File: config.mk
export PLATFORM = sky130hd
export DESIGN_NAME = branch_predict_unit
export DESIGN_NICKNAME = d
export VERILOG_FILES = /design/src/rtl/branch_predict_unit.sv
export SDC_FILE = /design/constraint.sdc
export NUM_CORES = 1
export LEC_CHECK = 0
export ABC_CLOCK_PERIOD_IN_PS = 4600
export BUFFER_PORTS_ARGS = -buffer_cell sky130_fd_sc_hd__buf_2
export CAP_MARGIN = 25
export CORE_MARGIN = 4
export CORE_UTILIZATION = 40
export CTS_CLUSTER_DIAMETER = 100
export DETAILED_ROUTE_END_ITERATION = 12
export SLEW_MARGIN = 20
export SYNTH_ARGS = -nofsm -noshare
export SYNTH_HDL_FRONTEND = slang
export SYNTH_SLANG_ARGS = --single-unit
File: constraint.sdc
create_clock -name i_clk -period 4.6 [get_ports i_clk]
set_input_delay 0.23 -clock i_clk [delete_from_list [all_inputs] [get_ports i_clk]]
set_output_delay 0.23 -clock i_clk [all_outputs]
set_load 0.05 [all_outputs]
File: src/rtl/branch_predict_unit.sv
// branch_predict_unit: bimodal branch predictor with execute-stage resolution.
//   i_clk, i_rst           clock, synchronous active-high reset
//   i_f_pc                 fetch PC -> o_f_pred_taken (MSB of indexed counter)
//   i_ex_*                 execute-stage branch/jump info and compare flags
//   o_ex_taken             actual control transfer
//   o_ex_redirect          jump, or conditional branch whose outcome differs
//                          from the carried prediction
// Optional: BRANCH_PREDICT_UNIT_STATS_EN adds o_stat_branches / o_stat_mispred.
module branch_predict_unit #(
  parameter int unsigned PC_WIDTH    = 32,
  parameter int unsigned BHT_ENTRIES = 64,
  parameter int unsigned CNTR_BITS   = 2
) (
  input  logic                i_clk,
  input  logic                i_rst,
  input  logic [PC_WIDTH-1:0] i_f_pc,
  output logic                o_f_pred_taken,
  input  logic                i_ex_valid,
  input  logic                i_ex_branch,
  input  logic                i_ex_jump,
  input  logic [2:0]          i_ex_funct3,
  input  logic                i_ex_eq,
  input  logic                i_ex_slt,
  input  logic                i_ex_sltu,
  input  logic [PC_WIDTH-1:0] i_ex_pc,
  input  logic                i_ex_pred_taken,
  output logic                o_ex_taken,
  output logic                o_ex_redirect
`ifdef BRANCH_PREDICT_UNIT_STATS_EN
  ,
  output logic [31:0]         o_stat_branches,
  output logic [31:0]         o_stat_mispred
`endif
);

  localparam int unsigned IDX_W = $clog2(BHT_ENTRIES);
  localparam logic [CNTR_BITS-1:0] CTR_RST = CNTR_BITS'((1 << (CNTR_BITS - 1)) - 1);

  logic [CNTR_BITS-1:0] bht_q [BHT_ENTRIES];
  logic [CNTR_BITS-1:0] bht_d [BHT_ENTRIES];

  logic [IDX_W-1:0]     f_idx;
  logic [IDX_W-1:0]     ex_idx;
  logic [CNTR_BITS-1:0] ex_ctr;
  logic                 cond;
  logic                 f3_ok;
  logic                 upd_en;
  logic                 unused_pc_bits;

  assign f_idx  = i_f_pc[IDX_W+1:2];
  assign ex_idx = i_ex_pc[IDX_W+1:2];
  assign ex_ctr = bht_q[ex_idx];

  // Only the index field of each PC is consumed.
  assign unused_pc_bits = ^{i_f_pc, i_ex_pc};

  assign o_f_pred_taken = bht_q[f_idx][CNTR_BITS-1];

  always_comb begin
    cond  = 1'b0;
    f3_ok = 1'b1;
    case (i_ex_funct3)
      3'b000:  cond = i_ex_eq;
      3'b001:  cond = ~i_ex_eq;
      3'b100:  cond = i_ex_slt;
      3'b101:  cond = ~i_ex_slt;
      3'b110:  cond = i_ex_sltu;
      3'b111:  cond = ~i_ex_sltu;
      default: f3_ok = 1'b0;
    endcase
  end

  assign o_ex_taken    = i_ex_valid & (i_ex_jump | (i_ex_branch & cond));
  assign o_ex_redirect = i_ex_valid & (i_ex_jump | (i_ex_branch & (cond != i_ex_pred_taken)));
  assign upd_en        = i_ex_valid & i_ex_branch & ~i_ex_jump & f3_ok;

  always_comb begin
    bht_d = bht_q;
    if (upd_en) begin
      if (cond) begin
        if (ex_ctr != '1) bht_d[ex_idx] = ex_ctr + CNTR_BITS'(1);
      end else begin
        if (ex_ctr != '0) bht_d[ex_idx] = ex_ctr - CNTR_BITS'(1);
      end
    end
  end

  always_ff @(posedge i_clk) begin
    if (i_rst) begin
      for (int unsigned i = 0; i < BHT_ENTRIES; i++) bht_q[i] <= CTR_RST;
    end else begin
      bht_q <= bht_d;
    end
  end

`ifdef BRANCH_PREDICT_UNIT_STATS_EN
  logic [31:0] stat_br_q, stat_br_d;
  logic [31:0] stat_mp_q, stat_mp_d;

  always_comb begin
    stat_br_d = stat_br_q;
    stat_mp_d = stat_mp_q;
    if (upd_en) begin
      stat_br_d = stat_br_q + 32'd1;
      if (o_ex_redirect) stat_mp_d = stat_mp_q + 32'd1;
    end
  end

  always_ff @(posedge i_clk) begin
    if (i_rst) begin
      stat_br_q <= '0;
      stat_mp_q <= '0;
    end else begin
      stat_br_q <= stat_br_d;
      stat_mp_q <= stat_mp_d;
    end
  end

  assign o_stat_branches = stat_br_q;
  assign o_stat_mispred  = stat_mp_q;
`endif

endmodule

==> results.ini <==
[status]
status = completed

[yosys]
syn_area_um2 = 6985
syn_nets = 834
synth_edf_count = 0
synth_area_per_cell_um2 = 9.240
synth_flop_cell = dfxtp_1
synth_cell_types = 55
yosysSeqAreaShare_pct = 36.68
postSynthCellCount = 756
synth-seq-cells = 128
async_flop_share_pct = 0
ys.warnings.count = 0

[hold_path]
hold_path_class = primary input to register

[clocking]
cts_made_buffers = 17
post_cts_buffers = 0
cts_sinks = 128
hold_buffers = 0
cts_tree = yes
cts.path.max_buffers = 2
htree_num_levels = 4
clock-root-buffer = clkbuf_16
ctsResizeCount = 0
clk_latency_ns = 0.42
path_clk_slew_ns = 0.05

[timing]
fmax_mhz = 265.5
finalHoldViolations = 0
fin_crit_sh_pct = 81.87
tns_ns = 0
rsz0062_at_grt = no
setup_violations = 0
maxSlewHeadroom_pct = 36.93
finalHoldWorstSlack_ns = 0.3897
tightestPinTransition_ns = 0.9425
min_period_ns = 3.766
finClkSkew_ns = 0.007643
report.final.slew_viol_count = 0

[routing]
drtPass1Iterations = 5
dr_total_vias = 6463
postRouteAntennaNets = 0
wl_per_cell_um = 22.04
viasPerCell = 6.595
dr.first_iter.drc_count = 799
drc_errors = 0
routed_wl_mm = 21.60

[setup_path]
max_stage_delay_ns = 0.61
cp_cell_sequence = buf_2, buf_4, mux2i_1, o211ai_1, a32o_1, a221o_1, buf_4, a211o_1, ha_1, nor3_1, mux2_2, a21oi_1, a311oi_1
cpMaxStageDelayCell = mux2_2
cp_max_fo = 19
arrival_ns = 4.09
crit_type = primary input to register
end_kind = register
start_kind = primary input
crit_path_frequent_cell = buf_4
cp.required_ns = 4.92

[global_routing]
gr-total-overflow = 0
grt_max_degree = 65
grt_use_total_pct = 21.60
antenna_found_initial = 0
grt_pass1_wl_mm = 34.06
grt_pass1_vias = 6107

[final_layout]
final_cell_mix = dfxtp_1, a21oi_1, o21ai_0
drive_gt1_share_pct = 18.81
num_antenna_cells = 0
fin_nets = 823
final_common_cell = dfxtp_1
final_cell_area_um2 = 7843
area_growth_pct = 12.27

[die]
io_pins = 79
rows = 48
fp.dieH_um = 140.2
core_um2 = 17180
die_area_um2 = 19640
fp.dieW_um = 140.2
start_util_pct = 40.67

[job]
maxCapViolCount = 0

[power]
p_leak_nw = 2.558
power_density_nw_per_um2 = 348.7
irDropWorstVdd_v = 0.0001994

[place]
portBuffers = 26
dpl_cell_area_um2 = 7288
dp_hpwl_mm = 14.06
routabilityCongestion = 0.9327

[final timing paths]
path              cells past startpoint  slack, ns        from         end
setup / recovery                     13       0.83  i_ex_pc[4]  bht_q[113]
hold / removal                        2       0.39       i_rst   bht_q[51]
setup reg to reg                     11       1.05  bht_q[101]  bht_q[113]
hold reg to reg                       2       0.51    register    register
[final cells by class]
class | count | area (um^2)
Fill cell | 1613 | 9334
Multi-Input combinational cell | 533 | 4010
Sequential cell | 128 | 2562
Timing Repair Buffer | 62 | 457.9
Clock buffer | 22 | 454.2
Tap cell | 225 | 281.5
Clock inverter | 7 | 65.06
Inverter | 3 | 11.26
[cell families after synthesis]
| family | Yosys count | share of synthesized area, % |
|---|---|---|
| buffers and inverters | 95 | 6.520 |
| DFF | 128 | 36.68 |
| xor gates and xnor gates | 4 | 0.5015 |
| adders and majority gates | 2 | 0.3582 |
| muxes | 76 | 15.40 |
| AOI/OAI and AO/OA | 326 | 31.40 |
| and+or+nand+nor | 125 | 9.135 |
[power breakdown]
part           total (mW)  internal, mW  switching, mW  leakage [nW]
combinational       0.412         0.123          0.289          1.27
sequential           1.11          1.11        0.00111          1.03
clock                1.21         0.742          0.468         0.251
[per-layer routing]
metal | track usage (%) | routed length, um | up-vias
met2 | 33.97 | 10180 | 260
met3 | 4.541 | 1457 | 38
met4 | 8.108 | 535 | 0
met1 | 29.29 | 9429 | 3180
li1 | - | - | 2985
met5 | 0 | 0 | -
[metrics by stage]
step | util (%) | setup slack (ns) | std cells | total power [mW]
after CTS | 45.45 | 0.8235 | 978 | 2.712
after floorplan | - | 1.330 | 756 | 1.393
after detailed placement | 42.43 | 0.4349 | 949 | 1.515
after global placement | 42.37 | 0.4609 | 948 | 1.510
final | 45.66 | 0.8338 | 980 | 2.735
after global routing | 45.66 | 0.5933 | 980 | 2.828
[synth_stat cells, types with 3 or more instances]
master	number	share of area [%]
a21oi_1	100	7.2
a221o_1	5	0.72
a221oi_1	4	0.50
a22o_1	6	0.75
a22oi_1	6	0.64
a311oi_1	65	8.1
a31oi_1	3	0.27
and3_1	5	0.45
buf_1	5	0.27
buf_2	19	1.4
buf_4	6	0.64
buf_6	7	1.1
clkbuf_1	55	3.0
dfxtp_1	128	37
mux2_2	22	3.5
mux2i_1	31	4.4
mux4_2	23	7.4
nand2_1	23	1.2
nand2b_1	5	0.45
nand3_1	13	0.93
nand3b_1	3	0.32
nor2_1	14	0.75
nor2b_1	13	1.2
nor3_1	38	2.7
nor3b_1	3	0.32
o211ai_1	3	0.32
o21ai_0	67	4.8
o21ai_1	6	0.43
o22ai_1	3	0.27
o2bb2ai_1	3	0.38
o311ai_0	9	1.1
o311ai_1	28	3.5
or3_1	3	0.27
xor2_1	4	0.50
[critical path: cells and delay by family]
kind	cells	cell delay, ns
buffers and inverters	3	0.96
multiplexers	2	0.83
adder cells (fa/ha/maj)	1	0.29
AO/OA/AOI/OAI	6	1.45
AND/OR/NAND/NOR	1	0.32
Note: power is estimated with default switching activity, not from simulation.
